### src/rtl/imem_loader_pkg.sv
// imem_loader_pkg: shared state encoding and stream-format constants for the instruction-memory loader
package imem_loader_pkg;
    typedef enum logic [2:0] {S_IDLE, S_LEN0, S_LEN1, S_DATA, S_WRITE, S_DONE, S_CHK} state_t;
    localparam int HDR_BYTES      = 2;
    localparam int BYTES_PER_WORD = 4;
endpackage

### src/rtl/imem_loader_if.sv
// imem_loader_if: byte-stream handshake and instruction-memory write bus
//   in_valid/in_data/in_ready : boot-link byte stream (valid/ready)
//   mem_we/mem_waddr/mem_wdata: instruction-memory write port
//   master: boot link + memory side; slave: the loader
interface imem_loader_if #(parameter int INS_ADDRESS = 9, parameter int INS_W = 32);
    logic                   in_valid;
    logic [7:0]             in_data;
    logic                   in_ready;
    logic                   mem_we;
    logic [INS_ADDRESS-1:0] mem_waddr;
    logic [INS_W-1:0]       mem_wdata;
    modport master (output in_valid, in_data, input in_ready, mem_we, mem_waddr, mem_wdata);
    modport slave  (input in_valid, in_data, output in_ready, mem_we, mem_waddr, mem_wdata);
endinterface

### src/rtl/imem_word_packer.sv
// imem_word_packer: packs bytes little-endian into a 32-bit word
//   clk, reset, clr : clock, sync reset, sync clear
//   push, in_byte   : accept in_byte into the next lane
//   word            : completed word assuming in_byte is the 4th byte
//   full            : the next push completes a word
module imem_word_packer (
    input  logic        clk,
    input  logic        reset,
    input  logic        clr,
    input  logic        push,
    input  logic [7:0]  in_byte,
    output logic [31:0] word,
    output logic        full
);
    logic [23:0] sh;
    logic [1:0]  cnt;
    // Bytes enter at the top and shift down, so the first byte ends in [7:0].
    assign word = {in_byte, sh};
    assign full = cnt == 2'd3;
    always_ff @(posedge clk) begin
        if (reset || clr) begin
            sh  <= '0;
            cnt <= '0;
        end else if (push) begin
            sh  <= word[31:8];
            cnt <= cnt + 2'd1;
        end
    end
endmodule

### src/rtl/imem_loader.sv
// imem_loader: loads a length-prefixed byte stream into instruction memory while holding the core in reset
//   clk, reset : clock, synchronous active-high reset
//   start      : begin a load (honoured in IDLE or DONE only)
//   bus        : imem_loader_if.slave (byte stream in, memory write port out)
//   cpu_hold   : core held in reset during a load
//   busy       : load in progress
//   done       : load finished (sticky until start/reset)
//   error      : overflow or checksum mismatch (sticky until start/reset)
//   IMEM_LOADER_CHECKSUM_EN: adds a trailing XOR checksum byte checked in S_CHK
module imem_loader import imem_loader_pkg::*; #(
    parameter int INS_ADDRESS = 9,
    parameter int INS_W       = 32
) (
    input  logic         clk,
    input  logic         reset,
    input  logic         start,
    imem_loader_if.slave bus,
    output logic         cpu_hold,
    output logic         busy,
    output logic         done,
    output logic         error
);
    localparam int         WA  = INS_ADDRESS - 2;
    localparam logic [15:0] CAP = 16'(1 << WA);
    state_t                 state, state_n;
    logic [7:0]             n_lo;
    logic [WA:0]            n_words, wr_cnt;
    logic [INS_ADDRESS-1:0] waddr;
    logic [INS_W-1:0]       wdata;
    logic                   err, go, xfer, last, rdy, act;
    logic [15:0]            n_full;
    logic [31:0]            pk_word;
    logic                   pk_full;
`ifdef IMEM_LOADER_CHECKSUM_EN
    logic [7:0]             csum;
`endif
    assign go     = start && (state == S_IDLE || state == S_DONE);
    assign xfer   = bus.in_valid && rdy;
    assign n_full = {bus.in_data, n_lo};
    assign last   = wr_cnt + 1'b1 == n_words;
    imem_word_packer u_packer (
        .clk(clk), .reset(reset), .clr(go), .push(state == S_DATA && xfer),
        .in_byte(bus.in_data), .word(pk_word), .full(pk_full)
    );
    always_ff @(posedge clk) begin
        if (reset) state <= S_IDLE;
        else       state <= state_n;
    end
    always_comb begin
        state_n = state;
        rdy     = state inside {S_LEN0, S_LEN1, S_DATA, S_CHK};
        act     = state inside {S_LEN0, S_LEN1, S_DATA, S_WRITE, S_CHK};
        case (state)
            S_IDLE, S_DONE: state_n = go ? S_LEN0 : state;
            S_LEN0:         state_n = xfer ? S_LEN1 : state;
            S_LEN1:         state_n = !xfer ? state : n_full == 16'd0 ? S_DONE : S_DATA;
            S_DATA:         state_n = xfer && pk_full ? S_WRITE : state;
`ifdef IMEM_LOADER_CHECKSUM_EN
            S_WRITE:        state_n = last ? S_CHK : S_DATA;
            S_CHK:          state_n = xfer ? S_DONE : state;
`else
            S_WRITE:        state_n = last ? S_DONE : S_DATA;
`endif
            default:        state_n = S_IDLE;
        endcase
    end
    always_ff @(posedge clk) begin
        if (reset) begin
            n_lo    <= '0;
            n_words <= '0;
            wr_cnt  <= '0;
            waddr   <= '0;
            wdata   <= '0;
            err     <= 1'b0;
`ifdef IMEM_LOADER_CHECKSUM_EN
            csum    <= '0;
`endif
        end else begin
            if (go) begin
                err    <= 1'b0;
                waddr  <= '0;
                wr_cnt <= '0;
`ifdef IMEM_LOADER_CHECKSUM_EN
                csum   <= '0;
`endif
            end
            if (state == S_LEN0 && xfer) n_lo <= bus.in_data;
            // Oversized images are clipped so the address stops at the last word.
            if (state == S_LEN1 && xfer) begin
                n_words <= n_full > CAP ? CAP[WA:0] : n_full[WA:0];
                err     <= err | (n_full > CAP);
            end
            if (state == S_DATA && xfer && pk_full) wdata <= pk_word;
`ifdef IMEM_LOADER_CHECKSUM_EN
            if (state == S_DATA && xfer) csum <= csum ^ bus.in_data;
            if (state == S_CHK && xfer) err <= err | (bus.in_data != csum);
`endif
            // The address holds on the final word instead of stepping past capacity.
            if (state == S_WRITE) begin
                wr_cnt <= wr_cnt + 1'b1;
                if (!last) waddr <= waddr + INS_ADDRESS'(BYTES_PER_WORD);
            end
        end
    end
    assign bus.in_ready  = rdy;
    assign bus.mem_we    = state == S_WRITE;
    assign bus.mem_waddr = waddr;
    assign bus.mem_wdata = wdata;
    assign cpu_hold      = act;
    assign busy          = act;
    assign done          = state == S_DONE;
    assign error         = err;
endmodule

### src/flat_wrapper.sv
// flat-port wrapper written by rule: the top's interface ports become plain ports
module imem_loader_flat import imem_loader_pkg::*;
#(
    parameter int INS_ADDRESS = 9,
    parameter int INS_W       = 32
)
  (clk, reset, start, cpu_hold, busy, done, error, bus_in_valid, bus_in_data, bus_in_ready, bus_mem_we, bus_mem_waddr, bus_mem_wdata);
  imem_loader_if #(.INS_ADDRESS(INS_ADDRESS), .INS_W(INS_W)) bus_i ();
  input  logic clk;
  input  logic reset;
  input  logic start;
  output logic cpu_hold;
  output logic busy;
  output logic done;
  output logic error;
  input wire logic [$bits(bus_i.in_valid)-1:0] bus_in_valid;
  input wire logic [$bits(bus_i.in_data)-1:0] bus_in_data;
  output wire logic [$bits(bus_i.in_ready)-1:0] bus_in_ready;
  output wire logic [$bits(bus_i.mem_we)-1:0] bus_mem_we;
  output wire logic [$bits(bus_i.mem_waddr)-1:0] bus_mem_waddr;
  output wire logic [$bits(bus_i.mem_wdata)-1:0] bus_mem_wdata;
  assign bus_i.in_valid = bus_in_valid;
  assign bus_i.in_data = bus_in_data;
  assign bus_in_ready = bus_i.in_ready;
  assign bus_mem_we = bus_i.mem_we;
  assign bus_mem_waddr = bus_i.mem_waddr;
  assign bus_mem_wdata = bus_i.mem_wdata;
  imem_loader #(.INS_ADDRESS(INS_ADDRESS), .INS_W(INS_W)) u_core (.clk(clk), .reset(reset), .start(start), .bus(bus_i), .cpu_hold(cpu_hold), .busy(busy), .done(done), .error(error));
endmodule
### config.mk
export PLATFORM = sky130hd
export DESIGN_NAME = imem_loader_flat
export DESIGN_NICKNAME = d
export VERILOG_FILES = /design/src/rtl/imem_loader_pkg.sv /design/src/rtl/imem_loader_if.sv /design/src/rtl/imem_word_packer.sv /design/src/rtl/imem_loader.sv /design/src/flat_wrapper.sv
export SDC_FILE = /design/constraint.sdc
export NUM_CORES = 1
export LEC_CHECK = 0
export BUFFER_PORTS_ARGS = -buffer_cell sky130_fd_sc_hd__buf_2
export CAP_MARGIN = 30
export CORE_AREA = 2 2 109 111
export DETAILED_ROUTE_END_ITERATION = 6
export DIE_AREA = 0 0 111 113
export GPL_ROUTABILITY_DRIVEN = 1
export GPL_TIMING_DRIVEN = 0
export PLACE_DENSITY = 0.58
export SLEW_MARGIN = 30
export SYNTH_ARGS = -nofsm -noshare
export SYNTH_HDL_FRONTEND = slang
export SYNTH_SLANG_ARGS = --single-unit
### constraint.sdc
create_clock -name clk -period 2.15 [get_ports clk]
set_input_delay 0.1075 -clock clk [delete_from_list [all_inputs] [get_ports clk]]
set_output_delay 0.1075 -clock clk [all_outputs]
set_load 0.005 [all_outputs]
==> key figures, run 1 <==
Global routing
  – Grt ovf: 0
  – First-pass GRT wire length: 16.3 mm
  – Vias in the first global route: 3,288
  – Initial antenna violation count: 0
  – Largest net degree at the start of global routing: 19
  – Total global-route track usage: between 10% and 20%

Synth
  – Warnings, synthesis: 0
  – Yosys top cell area share: about half
  – Dominant cells by area after synthesis: dfxtp_1 48%, nand2_1 14%, a21oi_1 10%
  – Synthesized instance count: 497
  – Synth Area in XOR/XNOR: around 2.7%
  – Synth Area in Simple Gates: between 20% and 30%
  – Seq/Total Area, Yosys: 48.4%
  – Number of flops mapped to enable cells by yosys: 0
  – Syn Nets: 512
  – Register bit total from synthesis: 95
  – Mux share of post-synthesis cell area: 2.32%
  – Netlist cell types: 50
  – Async SR Flop Fraction: 0%
  – Compound-Gate Fraction of Synth Area: about 17%
  – Adder-cell share of the synthesized area: less than 1%
  – Largest family of logic cells by synthesized area: simple AND/OR/NAND/NOR gates
  – Cell taking the most area after synthesis: dfxtp_1
  – Post-Syn Area: approximately 0.004 mm^2
  – Ys flop type: dfxtp_1
  – Syn_area_per_cell: roughly 7.9 um^2

Setup path
  – CP Class: flop to flop
  – Worst-path maximum fanout: 7
  – R2R depth: 8
  – CP Launch Type: flop
  – FF-to-FF Start: u_core.wr_cnt[0]
  – WP data arrival: 2490 ps
  – Setup crit end kind: flop
  – R2r endpoint: u_core.bus.mem_waddr[7]
  – Register-to-register setup slack: -110 ps
  – Required @ worst endpoint: 2380 ps

Finish
  – Most common cell after layout, fill and taps aside: nand2_1
  – Post-synthesis to final-layout area growth: 21.8%
  – Non-Filler Instances: between 700 and 800
  – Utilization after layout: approximately 42%
  – Layout cells sized above 1: 17.2%
  – Most frequent cells in the layout: 142 x nand2_1, 93 x dfxtp_1, 80 x a21oi_1
  – Fin nets: 587
  – Antenna diodes: 0

Pwr
  – P_leak: 1.84 nW
  – Overall Power: 3.53 mW
  – PD cells: about 740 mW/mm^2
  – Worst IR Drop VDD: between 0.0004 and 0.0005 V

Clock tree
  – Clock sink count: 95
  – Root buffer cell: clkbuf_16
  – CTS Hold Bufs: 0
  – CTS Buffer Depth: 2
  – Clk_lat worst skew: ~350 ps
  – CTS buffer count: 9
  – H-tree levels: 3
  – CTS tree: done
  – Clock transition at path regs: approximately 70 ps

Timing
  – Fmax: between 0.4 and 0.5 GHz
  – Max-slew violations: 0
  – Tmin final: about 2300 ps
  – Layout Skew: around 7.6 ps
  – Worst rel slew slack: 50.0%
  – RSZ-0062 raised after global routing: yes
  – Worst-Margin Slew: 744 ps
  – Hold Slack: 34.6 ps
  – Post-route clock period utilization: 105%
  – Final worst slack: -108 ps
  – Final setup violation count: 6
  – Final hold vios: 0

Drt
  – DRC: 0
  – DR iter-0 viols: 228
  – Vias per cell: 4.89
  – Routed WL: around 9.9 mm
  – Routed vias: around 3,500
  – Wire per inst: approximately 14 um
  – Antenna viol nets, final: 0
  – Initial DRT Pass Iterations: 5

Floorplanning
  – Row cnt: 39
  – Die ar.: between 0.01 and 0.015 mm^2
  – IO Pins: approximately 60
  – Die height: roughly 110 um
  – Initial Util: between 30% and 40%
  – Die X: roughly 110 um
  – Core Area: between 0.01 and 0.015 mm^2

Worst hold path
  – Min-delay src: bus_in_data[3]
  – Hold Crit Depth: 3
  – Hold endpoint: u_core.bus.mem_wdata[27]
  – Min-delay worst type: input port to flop

Place
  – Routability cong.: 0.858
  – Dpl cells: 697
  – # port buffers: 57
  – Final HPWL DP: between 7 and 8 mm
  – Worst slack, placed: -239 ps

Run status
  – Outcome: finished, violations left
  – Failing checks: setup timing

Job
  – Max cap viols: 0
critical path, cell delays in order, from the launching register on:
cell and delay (ps):
dfxtp_4 370, ha_4 180, o21ba_1 170, a221o_1 350
a2111oi_4 290, buf_4 190, a311oi_4 130, and3_1 220
a221o_1 250
sequential cells by signal, summed over array words and instances, names as in the netlist:
name,cells
u_core.n_words,8
u_core.state,3
u_core.bus.mem_waddr,9
u_core.n_lo,8
u_core.wr_cnt,8
u_core.error,1
u_core.u_packer.sh,24
u_core.u_packer.cnt,2
u_core.bus.mem_wdata,32
what timing repair did:
| item | CTS | global route |
|---|---|---|
| setup buffers | 1 | 6 |
| endpoints found under the setup margin | 36 | 57 |
| cloned | 0 | 0 |
| resized for setup | 5 | 8 |
| pin swaps | 3 | 1 |
Yosys cell counts, types with 2 or more instances:
cell and instances:
clkbuf_1 26, ha_1 3, a221o_1 2, nor3_1 6, nor4_1 5, xnor2_1 7, a21bo_1 3, buf_1 2
nor2_1 35, nand4_1 2, xor2_1 5, o21ai_0 8, and2_1 3, and3_1 5, o21ai_1 3, nand2_1 142
nand3_1 16, a21oi_1 80, inv_1 8, mux2i_1 8, buf_2 2, nor2b_1 3, dfxtp_1 95, a311oi_2 2
worst max-delay path by stage:
| stage | start | to | cells past startpoint |
|---|---|---|---|
| 2_1_floorplan | u_core.wr_cnt[0] | u_core.bus.mem_waddr[7] | 7 |
| 3_3_place_gp | u_core.state[1] | u_core.bus.mem_wdata[20] | 7 |
| 3_5_place_dp | u_core.wr_cnt[0] | u_core.bus.mem_waddr[7] | 7 |
| 4_1_cts | u_core.wr_cnt[0] | u_core.bus.mem_waddr[7] | 8 |
| 5_1_grt | u_core.wr_cnt[0] | u_core.bus.mem_waddr[7] | 8 |
| 6_report | u_core.wr_cnt[0] | u_core.bus.mem_waddr[7] | 8 |
kinds of logic (layout without fill, tap and decap cells):
| kind of cell | Yosys count | count (layout) |
|---|---|---|
| buffers and inverters | 40 | 120 |
| AND/OR/NAND/NOR | 227 | 227 |
| AO/OA/AOI/OAI | 111 | 111 |
| flip-flops | 95 | 95 |
| multiplexers | 9 | 9 |
| XOR/XNOR | 12 | 12 |
| adder cells (fa/ha/maj) | 3 | 3 |
where the power goes:
| group | switching [mW] | internal [mW] | total (mW) |
|---|---|---|---|
| combinational | 0.137 | 0.0688 | 0.206 |
| sequential | 0.0174 | 1.77 | 1.79 |
| clock | 0.729 | 0.808 | 1.54 |
layout make-up:
type | instances | area (um^2)
Clock inverter | 7 | 66.3
Fill cell | 1177 | 6480
Buffer | 32 | 140
Sequential cell | 95 | 1910
Tap cell | 143 | 179
Timing Repair Buffer | 64 | 338
Multi-Input combinational cell | 362 | 1900
Inverter | 8 | 30.0
Clock buffer | 9 | 225
stage by stage:
stage	instance area (um^2)	setup TNS, ps
6_report	4790	-304
3_5_place_dp	4410	-4150
5_1_grt	4790	-924
4_1_cts	4740	-241
2_1_floorplan	3950	-19.5
3_3_place_gp	4410	-3350
per-layer routing:
layer | vias to the layer above | part of all wire (%) | global-route usage [%]
met3 | 4 | 4.1 | 3.43
met1 | 1634 | 48 | 21.1
met4 | 0 | 0.74 | 4.75
met2 | 64 | 47 | 27.1
met5 | - | 0 | 0
li1 | 1821 | - | -
Note: power is estimated with default switching activity, not from simulation.
==> run 2, diff against run 1 <==
--- a/config.mk
+++ b/config.mk
@@ -5,14 +5,14 @@
 export SDC_FILE = /design/constraint.sdc
 export NUM_CORES = 1
 export LEC_CHECK = 0
-export BUFFER_PORTS_ARGS = -buffer_cell sky130_fd_sc_hd__buf_2
 export CAP_MARGIN = 30
 export CORE_AREA = 2 2 109 111
 export DETAILED_ROUTE_END_ITERATION = 6
 export DIE_AREA = 0 0 111 113
+export DONT_BUFFER_PORTS = 1
 export GPL_ROUTABILITY_DRIVEN = 1
 export GPL_TIMING_DRIVEN = 0
-export PLACE_DENSITY = 0.58
+export PLACE_DENSITY = 0.53
 export SLEW_MARGIN = 30
 export SYNTH_ARGS = -nofsm -noshare
 export SYNTH_HDL_FRONTEND = slang
==> run 2 against run 1 <==
The run still ends with setup timing left. Critical path depth unchanged. Utilization decreased by 1.0 points. Final cell count decreased by 6.7%.
==> key figures, run 2 (same netlist as run 1, synthesis figures left out) <==
Finish
  – Layout cells sized above 1: 9.26% (was 17.2%)
  – Most frequent cells in the layout: 142 x nand2_1, 92 x dfxtp_1, 80 x a21oi_1 (was 142 x nand2_1, 93 x dfxtp_1, 80 x a21oi_1)
  – Max FFs per register: 32 (unchanged)
  – Non-Filler Instances: 672 (was 720)
  – Fin nets: 539 (was 587)
  – Antenna diodes: 0 (unchanged)
  – Most common cell after layout, fill and taps aside: nand2_1 (unchanged)
  – Filler cell count: 1,155 (was 1,177)
  – Post-synthesis to final-layout area growth: 18.9% (was 21.8%)

Run status
  – Outcome: finished, violations left (unchanged)
  – Failing checks: setup timing (unchanged)

Floorplanning
  – IO Pins: 59 (unchanged)
  – Die ar.: 0.0125 mm^2 (unchanged)
  – Row cnt: 39 (unchanged)
  – Die X: 111 um (unchanged)
  – Die height: 113 um (unchanged)
  – Core Area: 0.0113 mm^2 (unchanged)
  – Initial Util: 34.9% (unchanged)

Pwr
  – P_leak: 1.61 nW (was 1.84 nW)
  – Worst IR Drop VDD: 0.000465 V (was 0.000440 V)
  – PD cells: 806 mW/mm^2 (was 738 mW/mm^2)
  – Overall Power: 3.77 mW (was 3.53 mW)

Drt
  – DRC: 0 (unchanged)
  – Initial DRT Pass Iterations: 4 (was 5)
  – Routed vias: 3,429 (was 3,523)
  – DR iter-0 viols: 218 (was 228)
  – Vias per cell: 5.10 (was 4.89)
  – Wire per inst: 15.1 um (was 13.8 um)
  – Routed WL: 10.1 mm (was 9.92 mm)
  – Antenna viol nets, final: 0 (unchanged)

Setup path
  – Required @ worst endpoint: 2380 ps (about the same)
  – CP Launch Type: flop (unchanged)
  – CP Class: flop to flop (unchanged)
  – WP data arrival: 2460 ps (was 2490 ps)
  – Worst-path maximum fanout: 5 (was 7)
  – Setup crit end kind: flop (unchanged)

Place
  – Final HPWL DP: 7.11 mm (was 7.24 mm)
  – Dpl cells: 640 (was 697)
  – Routability cong.: 0.860 (was 0.858)
  – # port buffers: 0 (was 57)

Clock tree
  – Clk_lat worst skew: 340 ps (was 350 ps)
  – Clock sink count: 95 (unchanged)
  – CTS tree: done (unchanged)
  – Clock transition at path regs: 60 ps (was 70 ps)
  – CTS Buffer Depth: 2 (unchanged)
  – Root buffer cell: clkbuf_16 (unchanged)
  – CTS buffer count: 9 (unchanged)
  – H-tree levels: 3 (unchanged)

Timing
  – Max-slew violations: 0 (unchanged)
  – Final worst slack: -85.6 ps (was -108 ps)
  – Layout Skew: 5.38 ps (was 7.60 ps)
  – Fmax: 0.447 GHz (was 0.443 GHz)
  – Worst-Margin Slew: 783 ps (was 744 ps)
  – Worst rel slew slack: 47.4% (was 50.0%)
  – Post-route clock period utilization: 104% (was 105%)
  – RSZ-0062 raised after global routing: yes (unchanged)
  – Final setup violation count: 5 (was 6)
  – Final hold vios: 0 (unchanged)
  – Tmin final: 2240 ps (was 2260 ps)

Job
  – Max cap viols: 0 (unchanged)

Worst hold path
  – Min-delay worst type: input port to flop (unchanged)

Global routing
  – First-pass GRT wire length: 16.5 mm (was 16.3 mm)
  – Total global-route track usage: 16.3% (was 16.2%)
  – Vias in the first global route: 3,207 (was 3,288)
  – Grt ovf: 0 (unchanged)
  – Initial antenna violation count: 0 (unchanged)
  – Largest net degree at the start of global routing: 18 (was 19)
==> run 2: critical path, stage by stage (launching register included) <==
cell	delay, ps
dfxtp_4	350
ha_4	170
o21ba_1	170
a221o_1	350
a2111oi_4	300
buf_4	200
a311oi_4	120
and3_1	220
a221o_1	250
==> run 2: through the flow <==
step                hold slack (ps)  setup WS [ps]  area [um^2]  TNS, ps  utilization, %
detailed placement              252           -214         4120    -5190            36.6
CTS                            4.67          -83.6         4620     -209            41.0
floorplan                       243          -19.5         3950    -19.5               -
finish                         19.9          -85.6         4670     -273            41.4
global placement                246           -179         4120    -3910            36.6
global route                   73.0           -172         4670     -797            41.4
==> run 2: report_power, final <==
| part | internal [mW] | switching [mW] | total, mW |
|---|---|---|---|
| sequential | 1.77 | 0.0172 | 1.79 |
| clock | 1.07 | 0.707 | 1.78 |
| combinational | 0.0657 | 0.133 | 0.199 |
| total | 2.91 | 0.857 | 3.77 |
==> run 2: path summary, 6_finish.rpt <==
check / to / slack, ps / cells after the start / startpoint
max: u_core.bus.mem_waddr[7] / -90 / 8 / u_core.wr_cnt[0]
min: u_core.state[2] / 20 / 3 / start
max reg2reg: u_core.bus.mem_waddr[7] / -90 / 8 / u_core.wr_cnt[0]
min reg2reg: u_core.bus.mem_waddr[1] / 450 / 2 / u_core.bus.mem_waddr[1]
==> run 2: repair_timing <==
action,CTS,global route
setup endpoints to repair,36,49
hold buffers,8,0
gates resized for setup,9,10
pin swaps,6,3
setup buffers,5,5
endpoints found under the hold margin,24,0
==> run 2: routing by layer <==
layer	share of wire, %	vias to the layer above	GRT usage (%)
li1	-	1734	-
met1	47	1588	21.7
met2	44	91	25.3
met3	6.7	16	5.52
met4	1.8	0	5.08
met5	0	-	0
==> run 2: layout make-up <==
cell class | instances | area, um^2 | share of cell area [%]
Inverter | 8 | 30.0 | 0.643
Multi-Input combinational cell | 362 | 1930 | 41.2
Buffer | 30 | 133 | 2.84
Clock buffer | 10 | 239 | 5.12
Clock inverter | 6 | 98.8 | 2.12
Timing Repair Buffer | 18 | 155 | 3.32
Tap cell | 143 | 179 | 3.83
Sequential cell | 95 | 1910 | 40.9
==> run 3, diff against run 2 <==
--- a/config.mk
+++ b/config.mk
@@ -5,10 +5,11 @@
 export SDC_FILE = /design/constraint.sdc
 export NUM_CORES = 1
 export LEC_CHECK = 0
+export ABC_AREA = 1
 export CAP_MARGIN = 30
-export CORE_AREA = 2 2 109 111
+export CORE_AREA = 2 2 112 114
 export DETAILED_ROUTE_END_ITERATION = 6
-export DIE_AREA = 0 0 111 113
+export DIE_AREA = 0 0 114 116
 export DONT_BUFFER_PORTS = 1
 export GPL_ROUTABILITY_DRIVEN = 1
 export GPL_TIMING_DRIVEN = 0
==> run 3 against run 2 <==
The run now ends clean. Final cell count grew 7.7%. Critical path depth rose by 4. Register-to-register slack improved by 360 ps. Sequential share of layout area shrank 0.10 points. Non-clock buffer count is 12 lower. Via count rose by 4.6%. Routed wire length up 1.9%. Combinational power grew to 2.9 times the previous value.
==> key figures, run 3 <==
Run status
  – Outcome: complete, no violations (was finished, violations left)

Timing
  – Setup TNS: 0 ps (was -273 ps)
  – Worst rel slew slack: 57.1% (was 47.4%)
  – Max-slew violations: 0 (unchanged)
  – RSZ-0062 raised after global routing: no (was yes)
  – Final setup violation count: 0 (was 5)
  – Fmax: 0.533 GHz (was 0.447 GHz)
  – Tmin final: 1880 ps (was 2240 ps)
  – Post-route clock period utilization: 87.3% (was 104%)
  – Worst-Margin Slew: 644 ps (was 783 ps)
  – Layout Skew: 10.6 ps (was 5.38 ps)
  – Final worst slack: 274 ps (was -85.6 ps)
  – Final hold vios: 0 (unchanged)

Setup path
  – CP Class: flop to flop (unchanged)
  – WP data arrival: 2120 ps (was 2460 ps)
  – FF-to-FF Start: u_core.wr_cnt[0] (unchanged)
  – Setup crit end kind: flop (unchanged)
  – Max incr delay on CP: 440 ps (was 350 ps)
  – Worst-path maximum fanout: 8 (was 5)
  – Required @ worst endpoint: 2390 ps (was 2380 ps)
  – Worst path slowest cell: dfxtp_1 (was dfxtp_4)
  – CP Cell Sequence: ha_2 -> nand3_2 -> nor2_2 -> nand2_1 -> nand2_2 -> nor2_1 -> nor2_2 -> nand3_2 -> nand2_4 -> inv_4 -> a21oi_1 -> nor2_1 (was ha_4 -> o21ba_1 -> a221o_1 -> a2111oi_4 -> buf_4 -> a311oi_4 -> and3_1 -> a221o_1)
  – Critical Path Start: u_core.wr_cnt[0] (unchanged)
  – CP Launch Type: flop (unchanged)

Worst hold path
  – Min-delay src: start (unchanged)
  – Min-delay worst type: input port to flop (unchanged)

Floorplanning
  – IO Pins: 59 (unchanged)
  – Die X: 114 um (was 111 um)
  – Die ar.: 0.0132 mm^2 (was 0.0125 mm^2)
  – Die height: 116 um (was 113 um)
  – Initial Util: 34.3% (was 34.9%)
  – Core Area: 0.0119 mm^2 (was 0.0113 mm^2)
  – Row cnt: 40 (was 39)

Clock tree
  – Clk_lat worst skew: 350 ps (was 340 ps)
  – Clock transition at path regs: 70 ps (was 60 ps)
  – Clock sink count: 95 (unchanged)
  – CTS tree: done (unchanged)
  – Root buffer cell: clkbuf_16 (unchanged)
  – CTS buffer count: 9 (unchanged)
  – H-tree levels: 3 (unchanged)
  – CTS Buffer Depth: 2 (unchanged)

Synth
  – Syn_area_per_cell: 7.41 um^2 (was 7.91 um^2)
  – Netlist cell types: 31 (was 50)
  – Post-Syn Area: 0.00409 mm^2 (was 0.00393 mm^2)
  – Register bit total from synthesis: 95 (unchanged)
  – Ys flop type: dfxtp_1 (unchanged)
  – Dominant cells by area after synthesis: dfxtp_1 47%, nand2_1 11%, a21oi_1 9.9% (was dfxtp_1 48%, nand2_1 14%, a21oi_1 10%)
  – Number of flops mapped to enable cells by yosys: 0 (unchanged)
  – Synthesized instance count: 552 (was 497)
  – Syn Nets: 567 (was 512)
  – Seq/Total Area, Yosys: 46.5% (was 48.4%)
  – Synth cell count leaders: 123 x nand2_1, 95 x dfxtp_1, 81 x a21oi_1, 55 x nor2_1, 48 x nand3_1 (was 142 x nand2_1, 95 x dfxtp_1, 80 x a21oi_1, 35 x nor2_1, 26 x clkbuf_1)
  – Async SR Flop Fraction: 0% (unchanged)
  – Warnings, synthesis: 0 (unchanged)
  – Yosys top cell area share: 46.5% (was 48.4%)
  – Most frequent cell after synthesis: nand2_1 (unchanged)
  – Cell taking the most area after synthesis: dfxtp_1 (unchanged)

Global routing
  – Largest net degree at the start of global routing: 16 (was 18)
  – First-pass GRT wire length: 17.3 mm (was 16.5 mm)
  – Grt ovf: 0 (unchanged)
  – Total global-route track usage: 16.5% (was 16.3%)
  – Vias in the first global route: 3,625 (was 3,207)
  – Initial antenna violation count: 0 (unchanged)

Finish
  – Filler cell count: 1,257 (was 1,155)
  – Post-route cell area: 0.00466 mm^2 (was 0.00467 mm^2)
  – Max FFs per register: 32 (unchanged)
  – Most frequent cells in the layout: 122 x nand2_1, 95 x dfxtp_1, 81 x a21oi_1 (was 142 x nand2_1, 92 x dfxtp_1, 80 x a21oi_1)
  – Layout cells sized above 1: 9.88% (was 9.26%)
  – Antenna diodes: 0 (unchanged)
  – Most common cell after layout, fill and taps aside: nand2_1 (unchanged)
  – Post-synthesis to final-layout area growth: 14.0% (was 18.9%)
  – Fin nets: 587 (was 539)

Place
  – Routability cong.: 0.812 (was 0.860)
  – # port buffers: 0 (unchanged)
  – Final HPWL DP: 7.50 mm (was 7.11 mm)
  – Post-DP Area: 0.00427 mm^2 (was 0.00412 mm^2)
  – Worst slack, placed: 197 ps (was -214 ps)

Pwr
  – P_leak: 1.77 nW (was 1.61 nW)
  – PD cells: 865 mW/mm^2 (was 806 mW/mm^2)
  – Overall Power: 4.03 mW (was 3.77 mW)
  – Worst IR Drop VDD: 0.000294 V (was 0.000465 V)

Drt
  – Vias per cell: 4.96 (was 5.10)
  – Routed vias: 3,588 (was 3,429)
  – Routed WL: 10.3 mm (was 10.1 mm)
  – Initial DRT Pass Iterations: 5 (was 4)
  – Antenna viol nets, final: 0 (unchanged)
  – DR iter-0 viols: 163 (was 218)
  – DRC: 0 (unchanged)
  – Wire per inst: 14.3 um (was 15.1 um)

Job
  – Max cap viols: 0 (unchanged)
==> run 3: changes by cell type after synthesis, sizes merged, moves of 8 or more <==
cell	delta
buf	+9
clkbuf	-14
inv	+30
mux2i	-8
nand2	-12
nand3	+35
nor2	+27
o21ai	+25
==> run 3: power by group <==
part           internal (mW)  leakage (nW)  switching (mW)
clock network          0.879         0.141           0.691
registers               1.83         0.767          0.0614
logic                  0.180         0.861           0.388
total                   2.89          1.77            1.14
==> run 3: what timing repair did <==
item                                    in CTS  in global routing
hold buffers                                 9                  0
endpoints found under the setup margin       0                 10
endpoints found under the hold margin       24                  0
buffers inserted                             0                  0
gates resized for setup                      0                  2
==> run 3: final timing paths <==
check	endpoint	cells after the start	slack, ps
max	u_core.bus.mem_waddr[3]	12	270
min reg2reg	u_core.bus.mem_waddr[0]	2	460
min	u_core.state[2]	3	30
max reg2reg	u_core.bus.mem_waddr[3]	12	270
==> run 3: per-stage QoR <==
stage	hold slack, ps	utilization, %	cells
detailed placement	266	35.9	699
finish	33.2	39.1	724
floorplan	255	-	552
global route	57.1	39.1	724
global placement	265	35.9	699
CTS	24.2	39.1	724
==> run 3: cells by family (layout without fill, tap and decap cells) <==
family / count (synthesis) / in the layout / share of synthesized area, %
AND/OR/NAND/NOR: 255 / 255 / 28.0
adder cells (fa/ha/maj): 3 / 3 / 0.918
flip-flops: 95 / 95 / 46.5
AO/OA/AOI/OAI: 127 / 127 / 16.1
buffers and inverters: 65 / 90 / 6.92
XOR/XNOR: 7 / 7 / 1.50
==> run 3: worst max-delay path: cells and delay by family, from the launching register on <==
kind | cells | cell delay [ps]
simple gates | 9 | 860
fa+ha+maj | 1 | 270
buf+inv | 1 | 70
flops | 1 | 440
compound gates | 1 | 120
==> run 3: final cells by class <==
cell class	instances	area, um^2	area share, %
clock inverter	4	28.8	0.617
buffer	27	138	2.95
tap	147	184	3.95
sequential	95	1900	40.8
timing repair buffer	9	90.1	1.93
multi-input combinational	392	1910	40.9
inverter	38	145	3.11
clock buffer	12	267	5.72
==> run 3: metal layers <==
layer | wire, um | GRT usage, % | vias up | share of wire (%)
li1 | - | - | 1853 | -
met1 | 4480 | 18.6 | 1663 | 43
met2 | 5170 | 29.2 | 56 | 50
met3 | 455 | 3.92 | 16 | 4.4
met4 | 231 | 8.29 | 0 | 2.2
met5 | 0 | 0 | - | 0
